[config.mk]
export PLATFORM = sky130hd
export DESIGN_NAME = wdt_reset_ctrl
export DESIGN_NICKNAME = d
export VERILOG_FILES = /design/src/rtl/wdt_pkg.sv /design/src/rtl/wdt_cycle_timer.sv /design/src/rtl/wdt_reset_ctrl.sv
export SDC_FILE = /design/constraint.sdc
export NUM_CORES = 1
export LEC_CHECK = 0
export ABC_CLOCK_PERIOD_IN_PS = 1900
export CORE_MARGIN = 2
export CORE_UTILIZATION = 47
export CTS_BUF_LIST = sky130_fd_sc_hd__clkbuf_16
export CTS_CLUSTER_SIZE = 10
export DETAILED_ROUTE_END_ITERATION = 8
export PLACE_DENSITY = 0.75
export SYNTH_ARGS = -nofsm -noshare
export SYNTH_HDL_FRONTEND = slang
export SYNTH_SLANG_ARGS = --single-unit
[constraint.sdc]
create_clock -name clk -period 1.9 [get_ports clk]
set_input_delay 0.475 -clock clk [delete_from_list [all_inputs] [get_ports clk]]
set_output_delay 0.475 -clock clk [all_outputs]
set_load 0.005 [all_outputs]
[src/rtl/wdt_pkg.sv]
// Shared types and helpers for the watchdog reset controller.
package wdt_pkg;

    localparam logic [1:0] ST_IDLE  = 2'd0;
    localparam logic [1:0] ST_WARN  = 2'd1;
    localparam logic [1:0] ST_RESET = 2'd2;
    localparam logic [1:0] ST_CLEAR = 2'd3;

    typedef enum logic [1:0] {
        IDLE  = ST_IDLE,
        WARN  = ST_WARN,
        RESET = ST_RESET,
        CLEAR = ST_CLEAR
    } wdt_state_t;

    // Wide enough to hold the larger of the two load values with one bit of headroom.
    function automatic int tmr_width(input int grace, input int pulse);
        return $clog2((grace > pulse) ? grace : pulse) + 1;
    endfunction

endpackage

[src/rtl/wdt_cycle_timer.sv]
// Loadable down-counter shared by the grace window and the reset pulse.
module wdt_cycle_timer #(
    parameter int W = 4
) (
    input  logic         clk,
    input  logic         rst_n,
    input  logic         load,
    input  logic [W-1:0] load_val,
    input  logic         dec,
    output logic         zero
);

    logic [W-1:0] cnt;

    always_ff @(posedge clk) begin
        if (!rst_n) begin
            cnt <= '0;
        end else if (load) begin
            cnt <= load_val;
        end else if (dec && (cnt != '0)) begin
            cnt <= cnt - W'(1);
        end
    end

    assign zero = (cnt == '0);

endmodule

[src/rtl/wdt_reset_ctrl.sv]
// Watchdog timeout handler: warning irq, grace window, then a fixed system reset pulse.
// Grace window / irq path is built only when WDT_RSTCTRL_GRACE_EN is defined.
module wdt_reset_ctrl
    import wdt_pkg::*;
#(
    parameter int GRACE_CYCLES     = 8,
    parameter int RST_PULSE_CYCLES = 4,
    parameter int CNT_W            = 8
) (
    input  logic             clk,
    input  logic             rst_n,
    input  logic             timeout,
    input  logic             irq_ack,
    output logic             irq,
    output logic             wd_restart,
    output logic             sys_rst_n,
    output logic [CNT_W-1:0] rst_count,
    output logic [1:0]       state_o
);

    localparam int TW = tmr_width(GRACE_CYCLES, RST_PULSE_CYCLES);
    localparam logic [TW-1:0] RST_LD = TW'(RST_PULSE_CYCLES - 1);
`ifdef WDT_RSTCTRL_GRACE_EN
    localparam logic [TW-1:0] GRACE_LD = TW'(GRACE_CYCLES - 1);
`endif

    wdt_state_t    state, state_nx;
    logic          t_load, t_dec, t_zero, cnt_inc;
    logic [TW-1:0] t_load_val;

    wdt_cycle_timer #(.W(TW)) u_timer (
        .clk      (clk),
        .rst_n    (rst_n),
        .load     (t_load),
        .load_val (t_load_val),
        .dec      (t_dec),
        .zero     (t_zero)
    );

    always_comb begin
        state_nx   = state;
        t_load     = 1'b0;
        t_load_val = RST_LD;
        t_dec      = 1'b0;
        cnt_inc    = 1'b0;
        case (state)
            IDLE: begin
                if (timeout) begin
`ifdef WDT_RSTCTRL_GRACE_EN
                    state_nx   = WARN;
                    t_load     = 1'b1;
                    t_load_val = GRACE_LD;
`else
                    state_nx   = RESET;
                    t_load     = 1'b1;
                    cnt_inc    = 1'b1;
`endif
                end
            end
            WARN: begin
`ifdef WDT_RSTCTRL_GRACE_EN
                // Ack wins over a withdrawn timeout, which wins over expiry.
                if (irq_ack) begin
                    state_nx = CLEAR;
                end else if (!timeout) begin
                    state_nx = IDLE;
                end else if (t_zero) begin
                    state_nx = RESET;
                    t_load   = 1'b1;
                    cnt_inc  = 1'b1;
                end else begin
                    t_dec = 1'b1;
                end
`else
                state_nx = IDLE;
`endif
            end
            RESET: begin
                if (t_zero) state_nx = CLEAR;
                else        t_dec    = 1'b1;
            end
            CLEAR: state_nx = IDLE;
            default: state_nx = IDLE;
        endcase
    end

    // Outputs are registered from the next state so they line up with the state register.
    always_ff @(posedge clk) begin
        if (!rst_n) begin
            state      <= IDLE;
            wd_restart <= 1'b0;
            sys_rst_n  <= 1'b1;
            rst_count  <= '0;
        end else begin
            state      <= state_nx;
            wd_restart <= (state_nx == RESET) || (state_nx == CLEAR);
            sys_rst_n  <= (state_nx != RESET);
            if (cnt_inc && (rst_count != '1)) rst_count <= rst_count + CNT_W'(1);
        end
    end

`ifdef WDT_RSTCTRL_GRACE_EN
    always_ff @(posedge clk) begin
        if (!rst_n) irq <= 1'b0;
        else        irq <= (state_nx == WARN);
    end
`else
    logic unused_ack;
    assign unused_ack = irq_ack;
    assign irq        = 1'b0;
`endif

    assign state_o = state;

endmodule

# ---- After elaboration in Yosys (flattened, before gate mapping)
# Cells that the tools add are included.
dict set report word_totals {
  latch_bits 0
  memories 0
  ram_bits 0
  output_inout_bits 13
  rom_bits 0
  reg_bits 16
  wordCells 34
}
dict set report op_classes {
  n_shift 0
  n_eq_ne 7
  magnitude_cmp 0
  n_bitwise 1
  reduce_logical 9
  n_addsub 2
  mul 0
  div 0
  n_mux 9
}
# operator count
set ops {}
lappend ops {{adder 8 x 1 -> 8 bit (second input constant)} 1}
lappend ops {{== test 2 bit (second input constant)} 4}
lappend ops {{2-to-1 mux 2 bit} 4}
lappend ops {{!= test 8 bit (second input constant)} 1}
lappend ops {{case mux 2 bit (3 select lines)} 1}
lappend ops {{zero test 4 bit} 1}
lappend ops {{2-to-1 mux 1 bit} 4}
lappend ops {{nonzero test 4 bit} 1}
lappend ops {{OR reduction 2 bit} 2}
lappend ops {{subtractor 4 x 1 -> 4 bit (second input constant)} 1}
lappend ops {{== test 2 x 1 -> 1 bit (second input constant)} 1}
lappend ops {{logical AND 1 bit} 2}
lappend ops {{zero test 2 bit} 1}
lappend ops {{!= test 2 bit (second input constant)} 1}
lappend ops {{nonzero test 2 bit} 1}
lappend ops {{logical OR 1 bit} 1}
lappend ops {{inverter 1 bit} 1}

# ---- Depth between registers and ports, before layout
dict set report logic_depth {
  word_depth 6
  mapped_depth 5
}

# ---- By module
# Synthesis repeated with hierarchy kept, for this count alone.
dict set report unflattened {
  cells_unflattened 88
  area_unflattened_um2 804.5
}
# module area_per_inst_um2 cells_per_inst seq_area_each_um2 n_inst
set by_module_without_submodules {}
lappend by_module_without_submodules {wdt_reset_ctrl 548.0 57 220.2 1}
lappend by_module_without_submodules {wdt_cycle_timer 256.5 31 80.1 1}

# ---- Least setup slack after synthesis
# No wires, ideal clock.
dict set report synth_timing {
  kind {in2reg}
  start {input port timeout}
  end {register rst_count[7]}
  arrival_ns 1.524
  setup_slack_ns 0.254
  t_required_ns 1.778
  cell_stages 4
  cell_sequence {or3b_1 > buf_6 > or2_4 > o311a_1}
}
dict set report synth_between {
  elab_chain_cells 3
}
# element line
set synth_lines {}
lappend synth_lines {{from (decl)} wdt_reset_ctrl.sv:12} ;# input logic timeout,
lappend synth_lines {{2-to-1 mux 1 bit} wdt_reset_ctrl.sv:48} ;# if (timeout) begin
lappend synth_lines {{2-to-1 mux 1 bit} wdt_reset_ctrl.sv:46} ;# case (state)
lappend synth_lines {{logical AND 1 bit} wdt_reset_ctrl.sv:98} ;# if (cnt_inc && (rst_count != '1)) rst_count <= rst_count + CNT_W'(1);
lappend synth_lines {{to (signal assigned)} wdt_reset_ctrl.sv:98}
lappend synth_lines {{to (decl)} wdt_reset_ctrl.sv:17} ;# output logic [CNT_W-1:0] rst_count,
# Every way passes these cells.
# A chain may end at the register's enable or synchronous reset.

# ---- Worst setup path after layout
# Same ends and word-level chain as after synthesis.

==> impl_metrics.py <==
metrics = {
    "die": {
        "std_cell_rows": 14,
        "initial_core_util_pct": 50.4,
        "die_area_um2": 1970,
        "core_area_um2": 1520,
        "io_pins": 17,
        "die_y_um": 44.4,
        "die_w_um": 44.4,
    },
    "synthesis": {
        "async_reset_ff_share_pct": 0,
        "avgSynthCellArea_um2": 8.93,
        "synth_common_cells": "dfxtp_1, inv_1, nand2_1",
        "ys_ff_latch": 16,
        "ys.flop_type": "dfxtp_1",
        "synth_edf_count": 0,
        "syn_inst": 86,
        "netlist_area_um2": 768,
        "synth_top_cell_area_share_pct": 41.7,
        "synth.largest_area_cell": "dfxtp_1",
        "yosysSeqAreaShare_pct": 41.7,
        "syn_nets": 92,
        "synth_area_leaders": "dfxtp_1, a211oi_1, nand2b_1",
        "synth.distinct_cells": 34,
        "yosysMostFrequentCell": "dfxtp_1",
        "ys_warn_count": 0,
    },
    "global_routing": {
        "first_global_vias": 588,
        "grt_use_met1_pct": 25.5,
        "grt_use_total_pct": 18.8,
        "grt_overflow": 0,
        "gr-max-usage-layer": "met2",
        "use_met2_pct": 30.3,
        "grt_pass1_wl_um": 2670,
        "antenna_found_initial": 0,
        "grt_max_degree": 10,
        "grtUsageMet3_pct": 3.67,
    },
    "timing": {
        "period_share_pct": 94.9,
        "max-slew-margin-rel_pct": 53.6,
        "worst_slack_ps": 96.5,
        "fin_crit_ps": 1800,
        "tightest_slew_ps": 695,
        "setup_viol": 0,
        "finalHoldViolCount": 0,
        "rsz0062_at_grt": "false",
        "slew_viol_final": 0,
        "clock_skew_ps": 0.769,
        "fmax_mhz": 554,
        "fin_tns_setup_ps": 0,
    },
    "detailed_routing": {
        "drt_iter0_markers": 8,
        "wl_um": 1560,
        "viasPerCell": 5.53,
        "drc": 0,
        "wl_per_cell_um": 12.9,
        "vias": 669,
        "drtPass1Iterations": 4,
        "ant_nets": 0,
    },
    "layout": {
        "n_fill_cell": 126,
        "drive_gt1_share_pct": 9.52,
        "nets": 112,
        "regArea_um2": 320,
        "areaGrowthSynthToFinish_pct": 33.4,
        "multiInputGateArea_um2": 409,
        "n_antenna_cell": 0,
    },
    "worst_setup_path": {
        "end_kind": "flip-flop",
        "cp.arrival_ps": 1930,
        "crit_start": "timeout",
        "path_max_fanout": 3,
        "crit_required_ps": 2030,
        "path_class": "input port to flip-flop",
        "r2r_start": "u_timer.cnt[0]",
        "start_kind": "input port",
    },
    "power_and_ir_drop": {
        "power_density_nw_per_um2": 914,
        "total_leakage_power_nw": 0.398,
        "peakVddDrop_uv": 835,
    },
    "cts": {
        "cts_hold_buf": 0,
        "cts_setup_buffers": 0,
        "cts_root_buf": "clkbuf_16",
        "cts_sinks": 16,
        "cts_tree": "done",
        "h-tree-depth": 1,
        "cts_buffers": 3,
        "cts_resized": 0,
        "clk_pin_slew_worst_paths_ps": 50,
        "clkLatencyLatePin_ps": 240,
        "clk_path_buf_depth": 2,
    },
    "placed_design": {
        "port_buffers": 14,
        "globalplace.congestion": 0.779,
        "place_ws_ps": -167,
        "dp_hpwl_um": 1140,
    },
    "worst_hold_path": {
        "hp-start": "u_timer.cnt[3]",
        "hp-class": "flip-flop to flip-flop",
    },
    "run": {
        "maxCapViolations": 0,
    },
    "status": {
        "status": "finished, final reports clean",
    },
}
[logic make-up (layout without fill, tap and decap cells)]
logic type / count (synthesis) / after routing / share of synthesized area [%]
AOI/OAI and AO/OA: 22 / 22 / 20.7
other: 1 / 1 / 0.488
buffers and inverters: 10 / 29 / 6.35
DFF: 16 / 16 / 41.7
adders and majority gates: 2 / 2 / 3.26
and+or+nand+nor: 32 / 32 / 23.6
muxes: 3 / 3 / 3.91
[final timing paths]
kind	end	slack (ps)	cells after the start
max	rst_count[7]	100	4
min	u_timer.cnt[3]	490	2
max reg2reg	u_timer.cnt[3]	260	5
min reg2reg	u_timer.cnt[3]	490	2
[registers in the layout, indices dropped and copies added, names as in the netlist]
register	flops
rst_count	8
u_timer.cnt	4
state_o	2
sys_rst_n	1
wd_restart	1
[report_power, final]
part,internal [mW],switching (mW),total (mW)
Combinational,0.0767,0.0681,0.145
Clock,0.279,0.129,0.408
Sequential,0.361,0.0228,0.384
Total,0.717,0.220,0.937
[routing by layer]
metal / vias up / routed length (um)
li1: 352 / -
met1: 308 / 774
met2: 7 / 735
met3: 2 / 32
met4: 0 / 20
met5: - / 0
[cells in the final DEF, fill, tap and decap left out, types with 2 or more instances in the layout]
cell,Yosys,layout
dfxtp_1,16,16
clkdlybuf4s50_1,0,14
inv_1,7,7
nand2_1,7,7
a211oi_1,6,6
nand2b_1,5,5
nor2_1,5,5
buf_4,1,4
mux2i_1,3,3
o21ai_0,3,3
clkbuf_16,0,3
nor3b_1,2,2
and3_1,2,2
a21oi_1,3,2
nand4_1,2,2
or3_1,2,2
or4_1,2,2
ha_1,2,2
[layout make-up]
cell class	count	area share, %
well taps	16	1.95
flip-flops and latches	16	31.3
clock inverters	1	0.366
repair buffers	18	16.6
multi-input cells	60	39.9
clock buffers	3	7.33
inverters	7	2.56
[critical path, cell delays in order]
cell and delay (ps):
clkdlybuf4s50_1 480, or3b_1 370, or2_4 270, o311a_1 340
[per-stage QoR]
step / cell area, um^2 / hold slack [ps] / cells / total power, mW / util (%)
final: 1020 / 495 / 121 / 0.937 / 67.2
after global routing: 1020 / 520 / 121 / 0.981 / 67.2
after CTS: 1010 / 495 / 121 / 0.940 / 66.6
after detailed placement: 936 / 488 / 117 / 0.533 / 61.4
after global placement: 936 / 480 / 117 / 0.528 / 61.4
after floorplan: 768 / 467 / 86 / 0.474 / -
Note: power is estimated with default switching activity, not from simulation.
